`src/rtl/alu_pkg.sv`:
```
// Shared ALU select encoding and RV32I decode constants.
// Imported by the decode stage, its decoder and the ALU.
package alu_pkg;

    typedef enum logic [4:0] {
        OP_ADD   = 5'd0,
        OP_SUB   = 5'd1,
        OP_SLL   = 5'd2,
        OP_SLT   = 5'd3,
        OP_SLTU  = 5'd4,
        OP_XOR   = 5'd5,
        OP_SRL   = 5'd6,
        OP_SRA   = 5'd7,
        OP_OR    = 5'd8,
        OP_AND   = 5'd9,
        OP_ADDI  = 5'd10,
        OP_SLTI  = 5'd11,
        OP_SLTIU = 5'd12,
        OP_XORI  = 5'd13,
        OP_ORI   = 5'd14,
        OP_ANDI  = 5'd15,
        OP_SLLI  = 5'd16,
        OP_SRLI  = 5'd17,
        OP_SRAI  = 5'd18,
        OP_LUI   = 5'd19,
        OP_AUIPC = 5'd20
    } alu_op_e;

    localparam logic [6:0] OPC_OP     = 7'b0110011;
    localparam logic [6:0] OPC_OP_IMM = 7'b0010011;
    localparam logic [6:0] OPC_LUI    = 7'b0110111;
    localparam logic [6:0] OPC_AUIPC  = 7'b0010111;

    localparam logic [6:0] F7_BASE = 7'b0000000;
    localparam logic [6:0] F7_ALT  = 7'b0100000;

endpackage

```
`src/rtl/rv_alu_decoder.sv`:
```
// Combinational RV32I ALU-class decoder: select, operands, rd.
// Illegal words decode to a harmless add of zeros.
module rv_alu_decoder
    import alu_pkg::*;
#(
    parameter int WIDTH = 32
) (
    input  logic [31:0]      instr,
    input  logic [WIDTH-1:0] pc,
    input  logic [WIDTH-1:0] rs1_data,
    input  logic [WIDTH-1:0] rs2_data,
    output alu_op_e          sel,
    output logic [WIDTH-1:0] in1,
    output logic [WIDTH-1:0] in2,
    output logic [4:0]       rd,
    output logic             rd_we,
    output logic             illegal
);

    logic [6:0] opc;
    logic [2:0] f3;
    logic [6:0] f7;

    logic signed [11:0] imm_i;
    logic signed [31:0] imm_u;
    logic [WIDTH-1:0]   shamt;

    alu_op_e          sel_raw;
    logic [WIDTH-1:0] in1_raw;
    logic [WIDTH-1:0] in2_raw;
    logic             legal;

    assign opc   = instr[6:0];
    assign f3    = instr[14:12];
    assign f7    = instr[31:25];
    assign imm_i = instr[31:20];
    assign imm_u = {instr[31:12], 12'b0};
    assign shamt = WIDTH'(instr[24:20]);

    always_comb begin
        sel_raw = OP_ADD;
        in1_raw = '0;
        in2_raw = '0;
        legal   = 1'b0;
        unique case (1'b1)
            (opc == OPC_OP): begin
                in1_raw = rs1_data;
                in2_raw = rs2_data;
                if (f7 == F7_BASE) begin
                    legal = 1'b1;
                    case (f3)
                        3'b000:  sel_raw = OP_ADD;
                        3'b001:  sel_raw = OP_SLL;
                        3'b010:  sel_raw = OP_SLT;
                        3'b011:  sel_raw = OP_SLTU;
                        3'b100:  sel_raw = OP_XOR;
                        3'b101:  sel_raw = OP_SRL;
                        3'b110:  sel_raw = OP_OR;
                        default: sel_raw = OP_AND;
                    endcase
                end else if (f7 == F7_ALT && f3 == 3'b000) begin
                    legal   = 1'b1;
                    sel_raw = OP_SUB;
                end else if (f7 == F7_ALT && f3 == 3'b101) begin
                    legal   = 1'b1;
                    sel_raw = OP_SRA;
                end
            end
            (opc == OPC_OP_IMM): begin
                in1_raw = rs1_data;
                in2_raw = WIDTH'(imm_i);
                legal   = 1'b1;
                case (f3)
                    3'b000: sel_raw = OP_ADDI;
                    3'b010: sel_raw = OP_SLTI;
                    3'b011: sel_raw = OP_SLTIU;
                    3'b100: sel_raw = OP_XORI;
                    3'b110: sel_raw = OP_ORI;
                    3'b111: sel_raw = OP_ANDI;
                    3'b001: begin
                        sel_raw = OP_SLLI;
                        in2_raw = shamt;
                        legal   = (f7 == F7_BASE);
                    end
                    default: begin
                        in2_raw = shamt;
                        if (f7 == F7_BASE) begin
                            sel_raw = OP_SRLI;
                        end else if (f7 == F7_ALT) begin
                            sel_raw = OP_SRAI;
                        end else begin
                            legal = 1'b0;
                        end
                    end
                endcase
            end
            (opc == OPC_LUI): begin
                legal   = 1'b1;
                sel_raw = OP_LUI;
                in2_raw = WIDTH'(imm_u);
            end
            (opc == OPC_AUIPC): begin
                legal   = 1'b1;
                sel_raw = OP_AUIPC;
                in1_raw = pc;
                in2_raw = WIDTH'(imm_u);
            end
            default: legal = 1'b0;
        endcase
    end

    assign sel     = legal ? sel_raw : OP_ADD;
    assign in1     = legal ? in1_raw : '0;
    assign in2     = legal ? in2_raw : '0;
    assign rd      = instr[11:7];
    assign rd_we   = legal && (rd != 5'd0);
    assign illegal = !legal;

endmodule

```
`src/rtl/alu_decode_stage.sv`:
```
// Decode stage feeding the ALU: valid/ready capture into a
// single output register with backpressure and flush.
module alu_decode_stage
    import alu_pkg::*;
#(
    parameter int WIDTH = 32
) (
    input  logic             clk,
    input  logic             rst,
    input  logic             if_valid,
    output logic             if_ready,
    input  logic [31:0]      if_instr,
    input  logic [WIDTH-1:0] if_pc,
    output logic [4:0]       rf_rs1_addr,
    output logic [4:0]       rf_rs2_addr,
    input  logic [WIDTH-1:0] rf_rs1_data,
    input  logic [WIDTH-1:0] rf_rs2_data,
    input  logic             flush,
    output logic             ex_valid,
    input  logic             ex_ready,
    output logic [WIDTH-1:0] ex_in1,
    output logic [WIDTH-1:0] ex_in2,
    output logic [4:0]       ex_sel,
    output logic [4:0]       ex_rd,
    output logic             ex_rd_we,
    output logic [WIDTH-1:0] ex_pc,
    output logic             ex_illegal
);

    alu_op_e          dec_sel;
    logic [WIDTH-1:0] dec_in1;
    logic [WIDTH-1:0] dec_in2;
    logic [4:0]       dec_rd;
    logic             dec_rd_we;
    logic             dec_illegal;
    logic             capture;

    assign rf_rs1_addr = if_instr[19:15];
    assign rf_rs2_addr = if_instr[24:20];

    assign if_ready = !ex_valid || ex_ready;
    assign capture  = if_valid && if_ready && !flush;

    rv_alu_decoder #(
        .WIDTH (WIDTH)
    ) u_dec (
        .instr    (if_instr),
        .pc       (if_pc),
        .rs1_data (rf_rs1_data),
        .rs2_data (rf_rs2_data),
        .sel      (dec_sel),
        .in1      (dec_in1),
        .in2      (dec_in2),
        .rd       (dec_rd),
        .rd_we    (dec_rd_we),
        .illegal  (dec_illegal)
    );

    // Payload only moves on capture; flush just drops the valid bit.
    always_ff @(posedge clk) begin
        if (rst) begin
            ex_valid   <= 1'b0;
            ex_in1     <= '0;
            ex_in2     <= '0;
            ex_sel     <= OP_ADD;
            ex_rd      <= '0;
            ex_rd_we   <= 1'b0;
            ex_pc      <= '0;
            ex_illegal <= 1'b0;
        end else if (flush) begin
            ex_valid <= 1'b0;
        end else if (capture) begin
            ex_valid   <= 1'b1;
            ex_in1     <= dec_in1;
            ex_in2     <= dec_in2;
            ex_sel     <= dec_sel;
            ex_rd      <= dec_rd;
            ex_rd_we   <= dec_rd_we;
            ex_pc      <= if_pc;
            ex_illegal <= dec_illegal;
        end else if (ex_ready) begin
            ex_valid <= 1'b0;
        end
    end

endmodule

```
`config.mk`:
```
export PLATFORM = sky130hd
export DESIGN_NAME = alu_decode_stage
export DESIGN_NICKNAME = d
export VERILOG_FILES = /design/src/rtl/alu_pkg.sv /design/src/rtl/rv_alu_decoder.sv /design/src/rtl/alu_decode_stage.sv
export SDC_FILE = /design/constraint.sdc
export NUM_CORES = 1
export LEC_CHECK = 0
export CORE_MARGIN = 2
export CORE_UTILIZATION = 44
export CTS_CLUSTER_SIZE = 40
export DETAILED_ROUTE_END_ITERATION = 8
export PLACE_DENSITY = 0.81
export SYNTH_ARGS = -nofsm -noshare
export SYNTH_HDL_FRONTEND = slang
export SYNTH_HIERARCHICAL = 1
export SYNTH_SLANG_ARGS = --single-unit
export TNS_END_PERCENT = 100
```
`constraint.sdc`:
```
create_clock -name clk -period 2.8 [get_ports clk]
set_input_delay 0.56 -clock clk [delete_from_list [all_inputs] [get_ports clk]]
set_output_delay 0.56 -clock clk [all_outputs]
set_load 0.02 [all_outputs]
```
* Word-level counts from Yosys, hierarchy flattened *
Index checks and enable logic that the tools add are counted.

word-level totals
  word-level logic and storage cells = 62
  register bits after elaboration = 109
  input port bits = 133
  output and inout port bits = 120

operators by class
  reductions and logical operators = 18
  muxes and demuxes = 23
  equal/unequal tests = 12
  bitwise gates (word level) = 1

operator list
  cell                  count
  $mux W32              3
  $pmux W32 S3          1
  $pmux W32 S2          1
  $pmux W5 S7           1
  $pmux W4 S7           1
  $mux W5               5
  $eq A7 B6 Y1 const B  3
  $pmux W5 S4           1
  $eq A7 B5 Y1 const B  2
  $eq A3 B3 Y1 const B  4
  $logic_not A7 Y1      1
  $mux W1               7
  $eq A3 B2 Y1 const B  2
  $reduce_or A2 Y1      3
  $reduce_or A6 Y1      1
  $logic_and A1 B1 Y1   5
  $reduce_bool A5 Y1    1
  $eq A3 B1 Y1 const B  1
  $logic_not A1 Y1      3
  $logic_not A3 Y1      1
  $mux W3               1
  $pmux W1 S3           1
  $pmux W1 S2           1
  $reduce_and A2 Y1     1
  other kinds (3)       3

* Logic depth before layout (Yosys ltp) *
Gate-level depths: netlist (run 1).

  depth in word-level cells = 7
  gate-level depth with buffers = 9
  depth with buffers taken out = 6

* Hierarchy *
Netlist (run 1), hierarchy kept.

modules (own cells, without submodules)
  module            cells an instance  area an instance (um^2)  seq. area each (um^2)  times used
  alu_decode_stage  484                4929.7                   2182.1                 1
  rv_alu_decoder    208                1413.9                   0.0                    1

* Worst setup path before layout (run 1) *
OpenSTA, ideal clock, no wires.

  kind = input-to-reg
  from = in if_instr[31]
  to = reg ex_in1[1]
  stages on the path = 7
  library setup time = 0.072 ns
  arrival = 2.005 ns
  data required time = 2.728 ns
  path buffers = 1
  path slack = 0.723 ns
  cell sequence = or4_4 -> nor3_4 -> a21o_4 -> buf_6 -> a32o_2 -> nand2b_1 -> mux2i_1

on the way
  cells in the longest elaborated chain, start to end = 7
  elaborated cells on any way between the ends = 12
  those cells by class = eq/ne (1); mux (8); reduce/logical (3)

ends and longest elaborated chain
  item                  RTL line                                                          source
  start, declared       alu_decode_stage.sv:12                                            input logic [31:0] if_instr,
  $eq A7 B6 Y1          rv_alu_decoder.sv:61, rv_alu_decoder.sv:64, rv_alu_decoder.sv:89
  $logic_and A1 B1 Y1   rv_alu_decoder.sv:64                                              end else if (f7 == F7_ALT && f3 == 3'b101) begin
  $mux W1               rv_alu_decoder.sv:64
  $mux W1               rv_alu_decoder.sv:61                                              end else if (f7 == F7_ALT && f3 == 3'b000) begin
  $mux W1               rv_alu_decoder.sv:49                                              if (f7 == F7_BASE) begin
  $pmux W1 S3 (*)       rv_alu_decoder.sv:45                                              unique case (1'b1)
  $mux W32 (*)          rv_alu_decoder.sv:113                                             assign in1 = legal ? in1_raw : '0;
  via dec_in1[1]        alu_decode_stage.sv:31                                            logic [WIDTH-1:0] dec_in1;
  end signal, assigned  alu_decode_stage.sv:74                                            ex_in1 <= dec_in1;
  end, declared         alu_decode_stage.sv:21                                            output logic [WIDTH-1:0] ex_in1,

Mark *: on every way through the listed nets, which the timed path passes. The rest lies on a longest branch.
A chain may end at the register's enable or synchronous reset.

* Worst setup path in the final report (run 1) *
  from = in if_instr[12]
  to = reg ex_in1[15]

on the way
  cells in the longest elaborated chain, start to end = 7
  elaborated cells on any way between the ends = 17
  those cells by class = eq/ne (7); mux (6); reduce/logical (4)

ends and longest elaborated chain
  item                 RTL line
  $eq A3 B3 Y1         rv_alu_decoder.sv:64
  $logic_and A1 B1 Y1  rv_alu_decoder.sv:64
  $mux W1              rv_alu_decoder.sv:64
  $mux W1              rv_alu_decoder.sv:61
  $mux W1              rv_alu_decoder.sv:49
  $pmux W1 S3 (*)      rv_alu_decoder.sv:45
  $mux W32 (*)         rv_alu_decoder.sv:113
  via dec_in1[15]      alu_decode_stage.sv:31

Marks and branches as above.

==> results of run 1 <==
-- report_power, final --
part / internal [mW] / switching [mW] / leakage, nW
registers: 1.58 / 0.0156 / 0.883
logic: 0.394 / 0.303 / 2.19
clock network: 0.784 / 0.592 / 0.145
-- sequential cells by signal, indices dropped and copies added (netlist names) --
| name | cells |
|---|---|
| ex_illegal | 1 |
| ex_in1 | 32 |
| ex_in2 | 32 |
| ex_pc | 32 |
| ex_rd | 5 |
| ex_rd_we | 1 |
| ex_sel | 5 |
| ex_valid | 1 |
-- layout make-up --
cell class                 count  area, sq um  share of cell area [%]
clock inverter                 5         83.8                   0.909
clock buffer                  10          229                    2.48
timing repair buffer         279         2800                    30.3
tap                          180          225                    2.44
sequential                   109         2180                    23.7
multi-input combinational    497         3690                    40.0
inverter                       5         18.8                   0.203
-- cell usage after synthesis (all sizes together), types with 4 or more instances --
cell and count:
a21oi 23, a22o 19, a22oi 6, a32o 32
buf 39, clkbuf 42, dfxtp 109, inv 5
mux2i 114, nand2 25, nand2b 218, nand3 4
nor2 7, nor3 17
-- layer usage --
metal  vias up  share of wire, %  GRT usage (%)
met5         -                 0              0
met4         0               2.6           7.44
met3        32               9.5           8.15
met2       223                47           39.2
met1      2586                41           28.1
li1       2789                 -              -
-- worst max path at each step --
| stage | slack, ns | depth (start not counted) | endpoint |
|---|---|---|---|
| 3_3_place_gp | 0.07 | 8 | ex_in2[0] |
| 4_1_cts | 0.36 | 7 | ex_in1[15] |
| 2_1_floorplan | 0.72 | 7 | ex_in1[1] |
| 6_report | 0.33 | 7 | ex_in1[15] |
| 3_5_place_dp | 0.02 | 7 | ex_in1[1] |
| 5_1_grt | 0.18 | 7 | ex_in1[26] |
-- logic make-up (layout without fill, tap and decap cells) --
family | after synthesis | after routing | synth area share (%)
DFF | 109 | 109 | 34.4
buffers and inverters | 86 | 299 | 7.71
and+or+nand+nor | 284 | 284 | 27.0
xor gates and xnor gates | 2 | 2 | 0.276
AOI/OAI and AO/OA | 97 | 97 | 12.6
muxes | 114 | 114 | 18.0
-- tightest hold or removal path: stages (launching register included) --
cell and delay, ns:
dfxtp_1 0.31, nand2b_1 0.06, mux2i_1 0.05
==> results.json, run 1 <==
{
  "maxCapViolCount": 0,
  "slowest_stage": "o21ai_0",
  "cp.required_ns": 3.08,
  "cts_sinks": 109,
  "final_common_cell": "clkdlybuf4s50_1",
  "hold-path-cell-count": 2,
  "cts_buffer_depth": 2,
  "die_w_um": 124,
  "grt_pass1_wl_mm": 28.1,
  "synth_top_area_cell": "dfxtp_1",
  "critPathArrivalTime_ns": 2.75,
  "avgRoutedWirePerCell_um": 16.9,
  "rsz0062_at_grt": "no",
  "insertedDiodeCount": 0,
  "powerDensity_nw_per_um2": 398,
  "start_kind": "input port",
  "worstReg2RegStart": "ex_valid",
  "placed_area_sq_um": 8910,
  "synth_top_cell_area_share_pct": 34.4,
  "grt_start_max_net_pins": 100,
  "drv_slew": 0,
  "drcViolationCount": 0,
  "synth_cell_types": 47,
  "finalCritPeriodShare_pct": 88.2,
  "synth_seq_cells": 109,
  "synth_area_sq_um": 6340,
  "cts_root_buf": "clkbuf_16",
  "wl_mm": 18.3,
  "fill_cells": 1164,
  "worstMarginPinSlew_ns": 0.695,
  "power_leakage_nw": 3.22,
  "stdcell_count": 1085,
  "first_global_vias": 5440,
  "max_slew_margin_pct": 53.2,
  "track_usage_pct": 23.4,
  "gp_congestion": 0.933,
  "start_util_pct": 45.3,
  "hold_viol_final": 0,
  "ff2ff_setup_slack_ns": 1.22,
  "yosys_warnings": 6,
  "gr-total-overflow": 0,
  "synth_seq_area_share_pct": 34.4,
  "hold_buffers": 0,
  "nets": 1034,
  "syn-num-nets": 825,
  "cts_buffers": 9,
  "worstPathMaxFanout": 32,
  "syn_inst": 692,
  "slowest_delay_ns": 0.58,
  "whs_ns": 0.472,
  "cts.htree.levels": 3,
  "mostFrequentLayoutCells": "clkdlybuf4s50_1 (251), nand2b_1 (218), mux2i_1 (114), dfxtp_1 (109), a32o_1 (27)",
  "ant_nets": 0,
  "power.total_mw": 3.67,
  "hp-class": "flip-flop to flip-flop",
  "synth.area.top_cells": "dfxtp_1 (34%), nand2b_1 (21%), mux2i_1 (18%)",
  "antenna_found_initial": 0,
  "critPathBufInv": 1,
  "path_clk_slew_ns": 0.07,
  "row_count": 43,
  "clock_skew_ns": 0.00752,
  "r2r-end": "ex_pc[17]",
  "ys.flop_type": "dfxtp_1",
  "final_area_sq_um": 9230,
  "synth_edf_count": 0,
  "tns_ns": 0,
  "reg2regPathDepth": 4,
  "crit_family": "compound AO/OA/AOI/OAI gates",
  "dpl.hpwl_mm": 13.1,
  "cts_setup_buffers": 0,
  "utilization_pct": 66.0,
  "min_to": "ex_pc[26]",
  "irDropWorstVdd_mv": 0.366,
  "pin_count": 253,
  "die_y_um": 124,
  "critical_path_class": "input port to flip-flop",
  "preCtsSetupSlack_ns": 0.0191,
  "hold_start": "ex_pc[26]",
  "max_freq_mhz": 405,
  "crit_chain": "clkdlybuf4s50_1, xor2_1, o21ai_0, a21o_4, a32o_1, nand2b_1, mux2i_1",
  "portBuffers": 252,
  "cts_resized": 0,
  "drt_iter0_markers": 318,
  "areaGrowthSynthToFinish_pct": 45.4,
  "first_pass_iters": 4,
  "vias": 5630,
  "cts_tree": "done",
  "async_flop_share_pct": 0,
  "setup_slack_ns": 0.331,
  "syn_area_per_cell_sq_um": 9.17,
  "drive_above_1_share_pct": 6.41,
  "vias_per_cell": 5.19,
  "core-area_sq_um": 14000,
  "outcome": "completed",
  "dieArea_sq_um": 15400,
  "layout_min_cycle_time_ns": 2.47,
  "dpl.cell_count": 1070,
  "worstSetupStartpoint": "if_instr[12]",
  "setup_violations": 0,
  "clock_latency_ns": 0.35,
  "worst_setup_path_end_kind": "flip-flop"
}
(Power assumes the default switching activity.)
==> run 2: changes to the inputs <==
--- a/config.mk
+++ b/config.mk
@@ -9,9 +9,8 @@
 export CORE_UTILIZATION = 44
 export CTS_CLUSTER_SIZE = 40
 export DETAILED_ROUTE_END_ITERATION = 8
-export PLACE_DENSITY = 0.81
+export PLACE_DENSITY = 0.82
 export SYNTH_ARGS = -nofsm -noshare
 export SYNTH_HDL_FRONTEND = slang
 export SYNTH_HIERARCHICAL = 1
 export SYNTH_SLANG_ARGS = --single-unit
-export TNS_END_PERCENT = 100
==> constraint.sdc (replaced) <==
create_clock -name clk -period 2.3 [get_ports clk]
set_input_delay 0.46 -clock clk [delete_from_list [all_inputs] [get_ports clk]]
set_output_delay 0.46 -clock clk [all_outputs]
set_load 0.02 [all_outputs]
==> run 2 against run 1 <==
Net effect:
- critical path depth is 1 higher
- sequential power is 21% higher
- combinational power is 31% higher
- cell area is 3.2% higher
- wire length is 2.8% higher
- die area stayed put
- count of clock-buffer cells in the layout is 1 higher
- register-to-register slack worse by 0.38 ns
- cell count is 2.6% higher
- non-clock buffer count is 27 higher
- largest power group unchanged
==> results.json, run 2 (synthesis gave the netlist of run 1 again) <==
{
  "cp.required_ns": 2.58,
  "grt_pass1_wl_mm": 28.7,
  "worst_setup_path_end_kind": "flip-flop",
  "dpl.hpwl_mm": 14.1,
  "layout_min_cycle_time_ns": 2.19,
  "first_global_vias": 5571,
  "cts_tree": "done",
  "power.total_mw": 4.48,
  "grt_start_max_net_pins": 73,
  "die_y_um": 124,
  "avgRoutedWirePerCell_um": 16.9,
  "cts.htree.levels": 3,
  "cts_buffer_depth": 2,
  "stdcell_count": 1113,
  "gp_congestion": 0.884,
  "vias": 5753,
  "max_freq_mhz": 456,
  "critical_path_class": "input port to flip-flop",
  "critPathArrivalTime_ns": 2.47,
  "rsz0062_at_grt": "no",
  "first_pass_iters": 4,
  "worstPathMaxFanout": 12,
  "fill_cells": 1120,
  "irDropWorstVdd_mv": 0.344,
  "hold_viol_final": 0,
  "drive_above_1_share_pct": 9.32,
  "start_util_pct": 45.3,
  "insertedDiodeCount": 0,
  "power_leakage_nw": 3.40,
  "worstMarginPinSlew_ns": 0.504,
  "maxCapViolCount": 0,
  "row_count": 43,
  "finalCritPeriodShare_pct": 95.4,
  "track_usage_pct": 24.1,
  "regArea_sq_um": 2180,
  "tns_ns": 0,
  "portBuffers": 252,
  "gr-total-overflow": 0,
  "wl_mm": 18.8,
  "dpl.cell_count": 1097,
  "drt_iter0_markers": 310,
  "core-area_sq_um": 14000,
  "powerDensity_nw_per_um2": 471,
  "multiInputGateArea_sq_um": 3690,
  "start_kind": "input port",
  "ant_nets": 0,
  "mostFrequentLayoutCells": "clkdlybuf4s50_1 (251), nand2b_1 (218), mux2i_1 (114), dfxtp_1 (109), buf_4 (41)",
  "antenna_found_initial": 0,
  "drcViolationCount": 0,
  "cts_resized": 0,
  "cts_root_buf": "clkbuf_16",
  "hold_buffers": 0,
  "setup_violations": 0,
  "top_regs": "ex_in1: 32 flops, ex_in2: 32 flops, ex_pc: 32 flops",
  "cts_buffers": 9,
  "outcome": "completed",
  "vias_per_cell": 5.17,
  "path_clk_slew_ns": 0.07,
  "clock_skew_ns": 0.00456,
  "areaGrowthSynthToFinish_pct": 50.2,
  "max_slew_margin_pct": 66.4,
  "nets": 1061,
  "cts_sinks": 109,
  "drv_slew": 0,
  "cts_setup_buffers": 0,
  "hp-class": "flip-flop to flip-flop",
  "die_w_um": 124,
  "dieArea_sq_um": 15400,
  "final_common_cell": "clkdlybuf4s50_1",
  "clock_latency_ns": 0.35,
  "pin_count": 253
}
==> run 2: cell count changes in the layout (fill, tap and decap cells not counted), sizes merged <==
| cell | change |
|---|---|
| buf | +27 |
| bufinv | -1 |
| clkbuf | +1 |
| clkinv | +2 |
| clkinvlp | -1 |
==> run 2: critical path, cell delays in order <==
cell	delay [ns]
clkdlybuf4s50_1	0.43
or4_4	0.57
nor3_4	0.22
a21o_4	0.26
buf_12	0.15
a32o_1	0.16
nand2b_1	0.06
mux2i_1	0.14
==> run 2: cell type report <==
type                       count  share of cell area (%)
clock buffer                  11                    2.65
clock inverter                 5                   0.591
inverter                       5                   0.197
multi-input combinational    497                    38.7
sequential                   109                    22.9
tap                          180                    2.36
timing repair buffer         306                    32.5
==> run 2: worst paths after layout <==
kind	start	endpoint	slack (ns)	depth (start not counted)
max	if_instr[31]	ex_in1[17]	0.11	8
min	ex_pc[27]	ex_pc[27]	0.47	2
max reg2reg	ex_valid	ex_in2[20]	0.84	5
min reg2reg	ex_pc[27]	ex_pc[27]	0.47	2
==> run 2: layer usage <==
metal	track usage (%)	wire, um
met4	6.53	300
met1	28.8	7890
met2	41.9	8950
met3	7.14	1690
met5	0	0
==> run 2: stage by stage <==
stage / hold slack (ns) / util (%) / setup WS [ns] / instance area [sq um]
after global routing: 0.496 / 68.1 / 0.00517 / 9530
after floorplan: 0.537 / - / 0.323 / 6340
after global placement: 0.457 / 65.9 / -0.197 / 9220
final: 0.470 / 68.1 / 0.107 / 9530
after detailed placement: 0.460 / 65.9 / -0.239 / 9220
after CTS: 0.474 / 68.1 / 0.120 / 9530
==> run 2: power by group <==
part | switching, mW | internal, mW | leakage (nW) | total, mW
clock network | 0.722 | 0.905 | 0.152 | 1.63
registers | 0.0188 | 1.92 | 0.883 | 1.94
logic | 0.386 | 0.529 | 2.36 | 0.914
total | 1.13 | 3.36 | 3.40 | 4.48
